### config.mk
export PLATFORM = sky130hd
export DESIGN_NAME = univ_shift_reg
export DESIGN_NICKNAME = d
export VERILOG_FILES = /design/src/rtl/shift_reg_pkg.sv /design/src/rtl/shift_frame_counter.sv /design/src/rtl/univ_shift_reg.sv
export SDC_FILE = /design/constraint.sdc
export NUM_CORES = 1
export LEC_CHECK = 0
export BUFFER_PORTS_ARGS = -buffer_cell sky130_fd_sc_hd__buf_2
export CAP_MARGIN = 20
export CORE_UTILIZATION = 39
export DETAILED_ROUTE_END_ITERATION = 16
export HOLD_SLACK_MARGIN = 0.02
export PLACE_DENSITY = 0.71
export SLEW_MARGIN = 20
export SYNTH_ARGS = -nofsm -noshare
export SYNTH_HDL_FRONTEND = slang
export SYNTH_SLANG_ARGS = --single-unit
### constraint.sdc
create_clock -name clk -period 3.8 [get_ports clk]
set_input_delay 0.38 -clock clk [delete_from_list [all_inputs] [get_ports clk]]
set_output_delay 0.38 -clock clk [all_outputs]
set_load 0.05 [all_outputs]
### src/rtl/shift_reg_pkg.sv
// Purpose: shared mode encodings and helpers for the universal shift register.
// Latency: n/a (constants and a pure function only).
// Backpressure: n/a.
package shift_reg_pkg;

    localparam logic [2:0] MODE_HOLD = 3'd0;
    localparam logic [2:0] MODE_LOAD = 3'd1;
    localparam logic [2:0] MODE_SHL  = 3'd2;
    localparam logic [2:0] MODE_SHR  = 3'd3;
    localparam logic [2:0] MODE_ROTL = 3'd4;
    localparam logic [2:0] MODE_ROTR = 3'd5;
    // Encodings 6 and 7 are reserved and act as HOLD.

    // True for every mode that moves bits and therefore advances the frame count.
    function automatic logic is_shift(input logic [2:0] m);
        return (m == MODE_SHL) || (m == MODE_SHR) ||
               (m == MODE_ROTL) || (m == MODE_ROTR);
    endfunction

endpackage

### src/rtl/shift_frame_counter.sv
// Purpose: counts shifts modulo WIDTH and pulses done for one cycle when a frame completes.
// Latency: done is registered, high in the cycle right after the WIDTH-th shift edge.
// Backpressure: none; caller gates inc/clr with its own enable.
//
// Ports:
//   clk   - clock, all state updates on rising edge
//   reset - synchronous active-high reset (clears count and done)
//   clr   - clear the partial count (used on parallel load)
//   inc   - one shift happened this cycle
//   done  - single-cycle frame completion pulse
module shift_frame_counter #(
    parameter int WIDTH = 8
) (
    input  logic clk,
    input  logic reset,
    input  logic clr,
    input  logic inc,
    output logic done
);

    localparam int CW = ($clog2(WIDTH) < 1) ? 1 : $clog2(WIDTH);
    localparam logic [CW-1:0] LAST = CW'(WIDTH - 1);

    logic [CW-1:0] cnt;
    logic          at_last;

    assign at_last = (cnt == LAST);

    always_ff @(posedge clk) begin
        if (reset) begin
            cnt  <= '0;
            done <= 1'b0;
        end else begin
            // done is rewritten every cycle so it can never stretch past one clock.
            done <= inc && !clr && at_last;
            if (clr) begin
                cnt <= '0;
            end else if (inc) begin
                // Explicit wrap so non-power-of-two widths still frame at WIDTH shifts.
                cnt <= at_last ? '0 : cnt + CW'(1);
            end
        end
    end

endmodule

### src/rtl/univ_shift_reg.sv
// Purpose: universal shift register (hold/load/shift/rotate) with shift-frame completion pulse.
// Latency: one clock from inputs sampled to q; serial outputs combinational from q.
// Backpressure: none; en=0 freezes all state including the partial frame count.
//
// Ports:
//   clk, reset            - clock and synchronous active-high reset
//   en                    - clock enable
//   mode                  - operation select (see shift_reg_pkg)
//   d                     - parallel load data
//   ser_in_r / ser_in_l   - serial input for left shifts (enters bit 0) / right shifts (enters MSB)
//   q                     - register contents
//   ser_out_l / ser_out_r - q MSB / q LSB
//   frame_done            - one-cycle pulse after every WIDTH shifts
module univ_shift_reg
    import shift_reg_pkg::*;
#(
    parameter int               WIDTH     = 8,
    parameter logic [WIDTH-1:0] RESET_VAL = {WIDTH{1'b0}}
) (
    input  logic             clk,
    input  logic             reset,
    input  logic             en,
    input  logic [2:0]       mode,
    input  logic [WIDTH-1:0] d,
    input  logic             ser_in_r,
    input  logic             ser_in_l,
    output logic [WIDTH-1:0] q,
    output logic             ser_out_l,
    output logic             ser_out_r,
    output logic             frame_done
);

    generate
        if (WIDTH < 2 || WIDTH > 64) begin : g_bad_width
            $error("univ_shift_reg: WIDTH must be in 2..64");
        end
    endgenerate

    logic [WIDTH-1:0] q_nxt;
    logic             cnt_inc;
    logic             cnt_clr;

    always_comb begin
        q_nxt = q;
        unique case (mode)
            MODE_LOAD: q_nxt = d;
            MODE_SHL:  q_nxt = {q[WIDTH-2:0], ser_in_r};
            MODE_SHR:  q_nxt = {ser_in_l, q[WIDTH-1:1]};
            MODE_ROTL: q_nxt = {q[WIDTH-2:0], q[WIDTH-1]};
            MODE_ROTR: q_nxt = {q[0], q[WIDTH-1:1]};
            default:   q_nxt = q;   // HOLD and reserved encodings
        endcase
    end

    always_ff @(posedge clk) begin
        if (reset) begin
            q <= RESET_VAL;
        end else if (en) begin
            q <= q_nxt;
        end
    end

    assign ser_out_l = q[WIDTH-1];
    assign ser_out_r = q[0];

    assign cnt_inc = en && is_shift(mode);
    assign cnt_clr = en && (mode == MODE_LOAD);

    shift_frame_counter #(
        .WIDTH (WIDTH)
    ) u_frame_cnt (
        .clk   (clk),
        .reset (reset),
        .clr   (cnt_clr),
        .inc   (cnt_inc),
        .done  (frame_done)
    );

endmodule

# --- Yosys cells after proc, flatten, opt, wreduce, memory -nomap -nowiden ---
# Index checks and enable logic that the tools add are counted.
op_classes:
  addsub: 1
  mux: 2
  n_eq_ne: 6
  n_reduce_logical: 11
op_table:
  columns: ["op", "n"]
  rows:
  - ["case mux 8 bit (5 select lines)", 1]
  - ["== test 3 bit, second input constant", 3]
  - ["== test 3 x 2 -> 1 bit, second input constant", 2]
  - ["nonzero test 5 bit", 1]
  - ["logical AND 1 bit", 4]
  - ["adder 3 x 1 -> 3 bit, second input constant", 1]
  - ["== test 3 x 1 -> 1 bit, second input constant", 1]
  - ["logical OR 1 bit", 3]
  - ["2-to-1 mux 3 bit", 1]
  - ["AND reduction 2 bit", 1]
  - ["OR reduction 2 bit", 1]
  - ["logical NOT 1 bit", 1]
word_totals:
  input_bits: 16
  out_inout_bits: 11
  ff_bits: 12
  word_cells: 23

# --- Logic depth before layout (Yosys ltp) ---
# Gate-level depths: netlist of run 1.
logic_depth:
  depth_word: 7
  mapped_depth: 5
  ltp_nobuf: 4

# --- Cells and area by module ---
# From an unflattened synthesis of run 1, not the netlist that was laid out.
hier_totals:
  cells_unflattened: 90
  hier_area_um2: 804.5
modules_own_cells:
  columns: ["module", "area_per_inst_um2", "instances", "seq_area_each_um2", "cells_each"]
  rows:
  - ["univ_shift_reg", 626.9, 1, 160.2, 74]
  - ["shift_frame_counter", 177.7, 1, 80.1, 16]

# --- Worst setup path after synthesis of run 1 ---
# No wires, ideal clock.
synth_timing:
  path_kind: "reg-to-output"
  startpoint: "reg q[0]"
  endpoint: "out q[0]"
  t_arrival_ns: 0.948
  path_stages_with_launch: 2
  slack_ns: 2.472
  n_path_buf: 1
  required_ns: 3.420
  cell_sequence: "dfxtp_1 -> buf_4"
synth_lines:
  columns: ["item", "line_no", "text"]
  rows:
  - ["start: declaration", "univ_shift_reg.sv:27", "output logic [WIDTH-1:0] q,"]
  - ["start signal: assignment", "univ_shift_reg.sv:59", "q <= q_nxt;"]
# No word-level cell between the ends.

# --- Final worst setup path of run 1 ---
layout_timing:
  startpoint: "reg u_frame_cnt.cnt[0]"
  endpoint: "reg u_frame_cnt.cnt[0]"
layout_via:
  elab_chain_len: 2
  word_cells_on_any_way: 3
  cone_classes: "1 x add/sub; 1 x eq/ne; 1 x mux"
layout_rtl:
  columns: ["item", "line_no", "text"]
  rows:
  - ["start: declaration", "shift_frame_counter.sv:24", "logic [CW-1:0] cnt;"]
  - ["start signal: assignment", "shift_frame_counter.sv:40", "cnt <= at_last ? '0 : cnt + CW'(1);"]
  - ["adder 3 x 1 -> 3 bit / == test 3 bit (equally long branches)", "shift_frame_counter.sv:40, shift_frame_counter.sv:27", null]
  - ["2-to-1 mux 3 bit *", "shift_frame_counter.sv:40", null]
# Mark *: on every way between the ends. The rest lies on a longest branch, timed or not.
# A chain may end at the register's enable or synchronous reset.

==> reports/results.md, run 1 <==
Worst setup path
* delay contributed by the slowest stage of the critical path: 0.51 ns
* Crit path top cell by count: sky130_fd_sc_hd__ha_1
* element type at the critical path start: register
* type of the setup path with the least slack: reg2reg
* slack of the worst reg-to-reg path: 2.33 ns
* reg-to-reg critical path startpoint: u_frame_cnt.cnt[0]$_SDFFE_PP0P_
* Crit. End Element: register
* data required time at the worst endpoint: 4.01 ns
* Slowest cell on crit path: sky130_fd_sc_hd__or4_1
* capture point of the worst reg-to-reg path: u_frame_cnt.cnt[0]$_SDFFE_PP0P_
* CP bufs+invs: 0
* critical-path cell list: ha_1, ha_1, or4_1, a21oi_1
* Top delay family on crit path: simple AND/OR/NAND/NOR gates
* critical path fanouts, max: 3
* worst reg2reg path depth: 4
* arrival time of data at the critical path endpoint: 1.69 ns

Place
* Post-DP HPWL: 1.34 mm
* count of input and output buffers: 26
* standard cell area after detailed placement: 886 sq um
* DP Worst Slack: 2.22 ns
* gp weighted congestion: 0.805

Pwr
* share of total power in the clock network: 0.320
* Lkg Pwr: 0.402 nW
* Worst IR Drop VDD: 0.000192 V
* power share of the combinational group: 0.271
* sequential share of power: 0.409
* switching share of power: 0.348
* Internal Power: 0.224 mW
* Net Sw Power: 0.119 mW
* Pwr Total: 0.343 mW
* P per Cell Area: 372 nW/um^2

Yosys
* register bit count reported by yosys: 12
* simple-gate portion of the synthesized area: 0.155
* syn nets: 106
* share of the synthesized area in compound gates (AO/OA/AOI/OAI): 0.276
* Ys Warns: 0
* instance count of the mapped netlist: 88
* area share of fa/ha/maj cells after synthesis: 0.0323
* xor and xnor area share after synthesis: 0.0565
* portion of the post-synthesis area used by sequential elements: 0.310
* dominant combinational cell family by area after synthesis: compound AO/OA/AOI/OAI gates
* synth unique cells: 32
* cell area after synthesis: 776 sq um
* mux share of post-synthesis cell area: 0.0855
* Mapped Avg Cell Area: 8.82 sq um

STA
* number of setup violations in the final report: 0
* Final Hold Fails: 0
* RSZ-0062 raised after global routing: false
* period utilization: 0.388
* setup clock skew after layout: 0.00854 ns
* Final Worst Setup Slack: 2.33 ns
* worst max-slew margin expressed relative to the limit: 0.635
* Worst Max-Slew Pin Slew: 0.547 ns
* shortest clock period the worst path allows after layout: 1.47 ns
* worst hold slack: 0.358 ns
* Setup TNS: 0 ns
* final number of max-transition violations: 0
* Highest Clock Rate: 678 MHz

Global route
* number of antenna violations at the first check in global routing: 0
* pin count of the biggest net entering global routing: 14
* global-route total usage across every layer: 0.208
* final global-route overflow total: 0
* wire length of the first global-routing pass: 3.11 mm
* vias in the first global route: 653

Floorplanning
* horizontal die dimension: 46.6 um
* count of boundary I/O pins: 27
* Std-Cell Core Area: 1800 sq um
* Die Span Y: 46.6 um
* number of cell rows: 15
* effective utilization at floorplan: 0.431
* area enclosed by the die boundary: 2170 sq um

Final layout
* fraction of layout instances using a drive strength above 1: 0.360
* relative area change from synthesis to final layout: 18.9%
* number of antenna repair diodes: 0
* # fillers: 193
* Post-layout nets: 130
* Non-Filler Cell Area, Final: 922 sq um

Clocking
* sinks on the clock net: 12
* total clock buffers created by CTS: 3
* hold-fix buffer count after cts: 0
* PostCTS Resize Cnt: 0
* Root Buffer: sky130_fd_sc_hd__clkbuf_4
* CTS tree: yes
* clk_lat worst skew: 0.29 ns
* Worst-path clk slew: 0.09 ns
* largest buffer count on any clock path: 2
* number of H-tree levels: 1
* setup repair bufs after CTS: 0

Worst hold path
* source of the worst hold timing path: reset
* Cells on Worst Hold Path: 2
* class of the tightest hold or removal check: in2reg
* worst-case hold path end point: q[2]$_SDFFE_PP0P_

Drt
* number of remaining DRC errors: 0
* count of nets left with antenna violations after detail routing: 0
* DR iter-0 viols: 11
* total wire length after detailed routing: 1.82 mm
* detailed-route vias per instance: 5.46
* WL/cell: 13.4 um
* first-pass iteration count of the detailed router: 4
* total number of vias: 742

Run
* count of maximum capacitance violations: 0

Run status
* status: finished, final reports clean

cell usage in the layout, fill, tap and decap left out, types with 2 or more instances in the layout:
cell type,netlist,routed
sky130_fd_sc_hd__buf_2,2,26
sky130_fd_sc_hd__dfxtp_1,12,12
sky130_fd_sc_hd__a21oi_1,9,9
sky130_fd_sc_hd__nand2_1,7,7
sky130_fd_sc_hd__o21ai_0,7,7
sky130_fd_sc_hd__mux2_2,5,5
sky130_fd_sc_hd__nor2_1,4,4
sky130_fd_sc_hd__inv_1,4,4
sky130_fd_sc_hd__a311oi_1,4,4
sky130_fd_sc_hd__nor2b_1,3,3
sky130_fd_sc_hd__nand3_1,3,3
sky130_fd_sc_hd__o32ai_1,3,3
sky130_fd_sc_hd__clkbuf_4,0,3
sky130_fd_sc_hd__nand2b_1,2,2
sky130_fd_sc_hd__nor3_1,2,2
sky130_fd_sc_hd__ha_1,2,2
flip-flops by register name, indices dropped and copies added, names as in the netlist:
register	cells
u_frame_cnt.cnt	3
u_frame_cnt.done	1
q	8
per-layer routing:
metal  up-vias  global-route usage  share of wire
met2        24               0.297           0.45
met3         2              0.0471          0.043
met4         0               0.106          0.015
met1       341               0.286           0.49
met5         -                   0              0
li1        375                   -              -
worst max path at each step:
stage                                               start  cells after the start                               to  slack, ns
after floorplan                         q[0]$_SDFFE_PP0P_                      1                             q[0]       2.47
after global placement                            mode[2]                      4                q[1]$_SDFFE_PP0P_       2.26
after detailed placement                          mode[2]                      4                q[4]$_SDFFE_PP0P_       2.22
after CTS                 u_frame_cnt.cnt[0]$_SDFFE_PP0P_                      4  u_frame_cnt.cnt[0]$_SDFFE_PP0P_       2.32
after global routing      u_frame_cnt.cnt[0]$_SDFFE_PP0P_                      4  u_frame_cnt.cnt[0]$_SDFFE_PP0P_       2.27
final                     u_frame_cnt.cnt[0]$_SDFFE_PP0P_                      4  u_frame_cnt.cnt[0]$_SDFFE_PP0P_       2.33
cell families after synthesis:
kind of cell,Yosys count
and+or+nand+nor,24
DFF,12
buffers and inverters,11
muxes,6
xor gates and xnor gates,2
AOI/OAI and AO/OA,31
adders and majority gates,2
metrics by stage:
step,util,std cells
after floorplan,-,88
after global placement,0.492,132
after detailed placement,0.492,132
after CTS,0.512,136
after global routing,0.512,136
final,0.512,136
Yosys cell counts, drive strengths merged:
| cell type | n | area (sq um) |
|---|---|---|
| a211oi | 1 | 7.51 |
| a21bo | 1 | 10.0 |
| a21boi | 1 | 11.3 |
| a21oi | 9 | 45.0 |
| a311oi | 4 | 35.0 |
| a31o | 1 | 8.76 |
| a32o | 1 | 10.0 |
| and4 | 1 | 8.76 |
| buf | 6 | 47.5 |
| clkbuf | 1 | 3.75 |
| dfxtp | 12 | 240 |
| ha | 2 | 25.0 |
| inv | 4 | 15.0 |
| mux2 | 5 | 56.3 |
| mux2i | 1 | 10.0 |
| nand2 | 7 | 26.3 |
| nand2b | 2 | 12.5 |
| nand3 | 3 | 15.0 |
| nor2 | 4 | 15.0 |
| nor2b | 3 | 18.8 |
| nor3 | 2 | 10.0 |
| o21ai | 7 | 35.0 |
| o22ai | 1 | 6.26 |
| o311ai | 1 | 8.76 |
| o32a | 1 | 10.0 |
| o32ai | 3 | 26.3 |
| or3 | 1 | 6.26 |
| or4 | 1 | 7.51 |
| xnor2 | 1 | 16.3 |
| xor2 | 1 | 27.5 |
power groups by stage:
stage	clock [mW]	combinational (mW)	sequential (mW)
floorplan	0	0.0516	0.162
global placement	0	0.0914	0.143
detailed placement	0	0.0925	0.143
CTS	0.111	0.0929	0.141
global route	0.115	0.101	0.142
finish	0.110	0.0929	0.140
cell type report:
cell class | count | area [sq um] | area share
multi-input combinational | 65 | 469 | 0.509
sequential | 12 | 240 | 0.261
timing repair buffer | 26 | 130 | 0.141
clock buffer | 4 | 36.3 | 0.0393
tap | 25 | 31.3 | 0.0339
inverter | 4 | 15.0 | 0.0163
No activity file was read; power rests on OpenSTA's default activity.
==> run 2: changes to the inputs <==
Clock period 3.8 ns to 1.39 ns, I/O delays scaled along.
==> run 2 against run 1 <==
  * Worst hold slack worse by 0.22 ns
  * Sequential power grew to 2.7 times the previous value
  * Clock skew fell by 0.0048 ns
  * Sequential cell count stayed put
  * First-iteration DRC count grew 18%
  * Routed wire length fell by 0.71%
  * Utilization increased by 1.6 points
  * Cell count rose by 1.5%
  * Power increased to 2.7 times the previous value
  * Final area grew 3.1%
  * Combinational power rose to 2.8 times the previous value
  * Die area unchanged
  * Critical endpoint unchanged
==> reports/results.md, run 2 (synthesis results as in run 1) <==
Clocking
* Root Buffer: sky130_fd_sc_hd__clkbuf_4
* total clock buffers created by CTS: 3, unchanged
* hold-fix buffer count after cts: 0, unchanged
* number of H-tree levels: 1, unchanged
* sinks on the clock net: 12, unchanged
* Worst-path clk slew: 0.08 ns, about the same
* CTS tree: yes
* clk_lat worst skew: 0.28 ns, about the same
* setup repair bufs after CTS: 0, unchanged
* largest buffer count on any clock path: 2, unchanged

Final layout
* biggest registers after layout: q (8), u_frame_cnt.cnt (3), u_frame_cnt.done (1)
* max reg flops: 8, unchanged
* number of antenna repair diodes: 0, unchanged
* largest register by flop count: q
* relative area change from synthesis to final layout: 22.6%
* Post-layout nets: 132, +1.5%
* most common library cell in the layout ignoring fill and taps: sky130_fd_sc_hd__buf_2
* top library cells by usage in the layout, fill and taps aside: sky130_fd_sc_hd__buf_2, sky130_fd_sc_hd__dfxtp_1, sky130_fd_sc_hd__a21oi_1
* fraction of layout instances using a drive strength above 1: 0.416, +0.0556
* Non-Filler Cell Area, Final: 951 sq um, +3.1%

STA
* worst hold slack: 0.133 ns, -0.225 ns
* worst max-slew margin expressed relative to the limit: 0.741, +0.106
* Final Hold Fails: 0, unchanged
* period utilization: 0.980, +0.592
* number of setup violations in the final report: 0, unchanged
* setup clock skew after layout: 0.00371 ns, -0.00483 ns
* Worst Max-Slew Pin Slew: 0.387 ns, -0.161 ns
* Highest Clock Rate: 734 MHz, +8.2%
* RSZ-0062 raised after global routing: true
* final number of max-transition violations: 0, unchanged
* Setup TNS: 0 ns, unchanged
* Final Worst Setup Slack: 0.0275 ns, -2.30 ns
* shortest clock period the worst path allows after layout: 1.36 ns, -0.112 ns

Global route
* pin count of the biggest net entering global routing: 14, unchanged
* number of antenna violations at the first check in global routing: 0, unchanged
* final global-route overflow total: 0, unchanged
* wire length of the first global-routing pass: 2.95 mm, -5.3%
* vias in the first global route: 640, -2.0%
* global-route total usage across every layer: 0.193, -0.0146

Drt
* number of remaining DRC errors: 0, unchanged
* total wire length after detailed routing: 1.81 mm, -0.71%
* total number of vias: 766, +3.2%
* first-pass iteration count of the detailed router: 4, unchanged
* count of nets left with antenna violations after detail routing: 0, unchanged
* WL/cell: 13.1 um, -2.2%
* detailed-route vias per instance: 5.55, +1.7%
* DR iter-0 viols: 13, +2

Worst hold path
* class of the tightest hold or removal check: in2reg
* Cells on Worst Hold Path: 2, unchanged

Worst setup path
* slack of the worst reg-to-reg path: 0.03 ns, -2.30 ns
* critical path fanouts, max: 3, unchanged
* data required time at the worst endpoint: 1.61 ns, -2.40 ns
* element type at the critical path start: register
* type of the setup path with the least slack: reg2reg
* worst reg2reg path depth: 4, unchanged
* Crit. End Element: register
* arrival time of data at the critical path endpoint: 1.58 ns, -0.11 ns

Pwr
* P per Cell Area: 985 nW/um^2, +160%
* Lkg Pwr: 0.407 nW, +1.4%
* Worst IR Drop VDD: 0.000581 V, +200%

Place
* standard cell area after detailed placement: 901 sq um, +1.7%
* DP Worst Slack: 0.0250 ns, -2.20 ns
* count of input and output buffers: 26, unchanged
* Post-DP HPWL: 1.28 mm, -4.5%
* gp weighted congestion: 0.784, -2.5%

Run
* count of maximum capacitance violations: 0, unchanged

Floorplanning
* number of cell rows: 15, unchanged
* Die Span Y: 46.6 um, unchanged
* horizontal die dimension: 46.6 um, unchanged
* count of boundary I/O pins: 27, unchanged
* Std-Cell Core Area: 1800 sq um, unchanged
* area enclosed by the die boundary: 2170 sq um, unchanged
* effective utilization at floorplan: 0.431, unchanged

Run status
* status: finished, final reports clean

run 2: layout make-up:
| cell class | count | area (sq um) |
|---|---|---|
| Inverter | 4 | 15.0 |
| Tap cell | 25 | 31.3 |
| Multi-Input combinational cell | 65 | 482 |
| Clock buffer | 4 | 36.3 |
| Timing Repair Buffer | 28 | 145 |
| Sequential cell | 12 | 241 |
| Fill cell | 185 | 851 |
run 2: where the power goes:
group	internal, mW	switching (mW)
registers	0.364	0.0200
logic	0.0952	0.168
clock network	0.160	0.129
total	0.619	0.318
run 2: critical path: stages, from the launching register on:
cell	delay [ns]
sky130_fd_sc_hd__dfxtp_2	0.34
sky130_fd_sc_hd__ha_2	0.17
sky130_fd_sc_hd__ha_2	0.17
sky130_fd_sc_hd__or4_4	0.51
sky130_fd_sc_hd__a21oi_2	0.12
run 2: timing repair:
action                                  in CTS  in global routing
gates resized for setup                      3                  2
pin swaps                                    1                  1
endpoints found under the setup margin       1                  1
run 2: path summary, 6_finish.rpt:
| check | endpoint | from |
|---|---|---|
| max | u_frame_cnt.cnt[0]$_SDFFE_PP0P_ | u_frame_cnt.cnt[0]$_SDFFE_PP0P_ |
| min | q[4]$_SDFFE_PP0P_ | reset |
| max reg2reg | u_frame_cnt.cnt[0]$_SDFFE_PP0P_ | u_frame_cnt.cnt[0]$_SDFFE_PP0P_ |
| min reg2reg | u_frame_cnt.cnt[1]$_SDFFE_PP0P_ | u_frame_cnt.cnt[1]$_SDFFE_PP0P_ |
run 2: metrics by stage:
stage / power, mW / utilization / std cells
floorplan: 0.585 / - / 88
global placement: 0.646 / 0.500 / 134
detailed placement: 0.648 / 0.500 / 134
CTS: 0.938 / 0.524 / 138
global route: 0.987 / 0.528 / 138
finish: 0.937 / 0.528 / 138
run 2: routing by layer:
metal / GRT usage / wire [um] / part of all wire
met5: 0 / 0 / 0
met4: 0.0353 / 19 / 0.010
met3: 0.0588 / 121 / 0.067
met2: 0.286 / 839 / 0.46
met1: 0.274 / 829 / 0.46
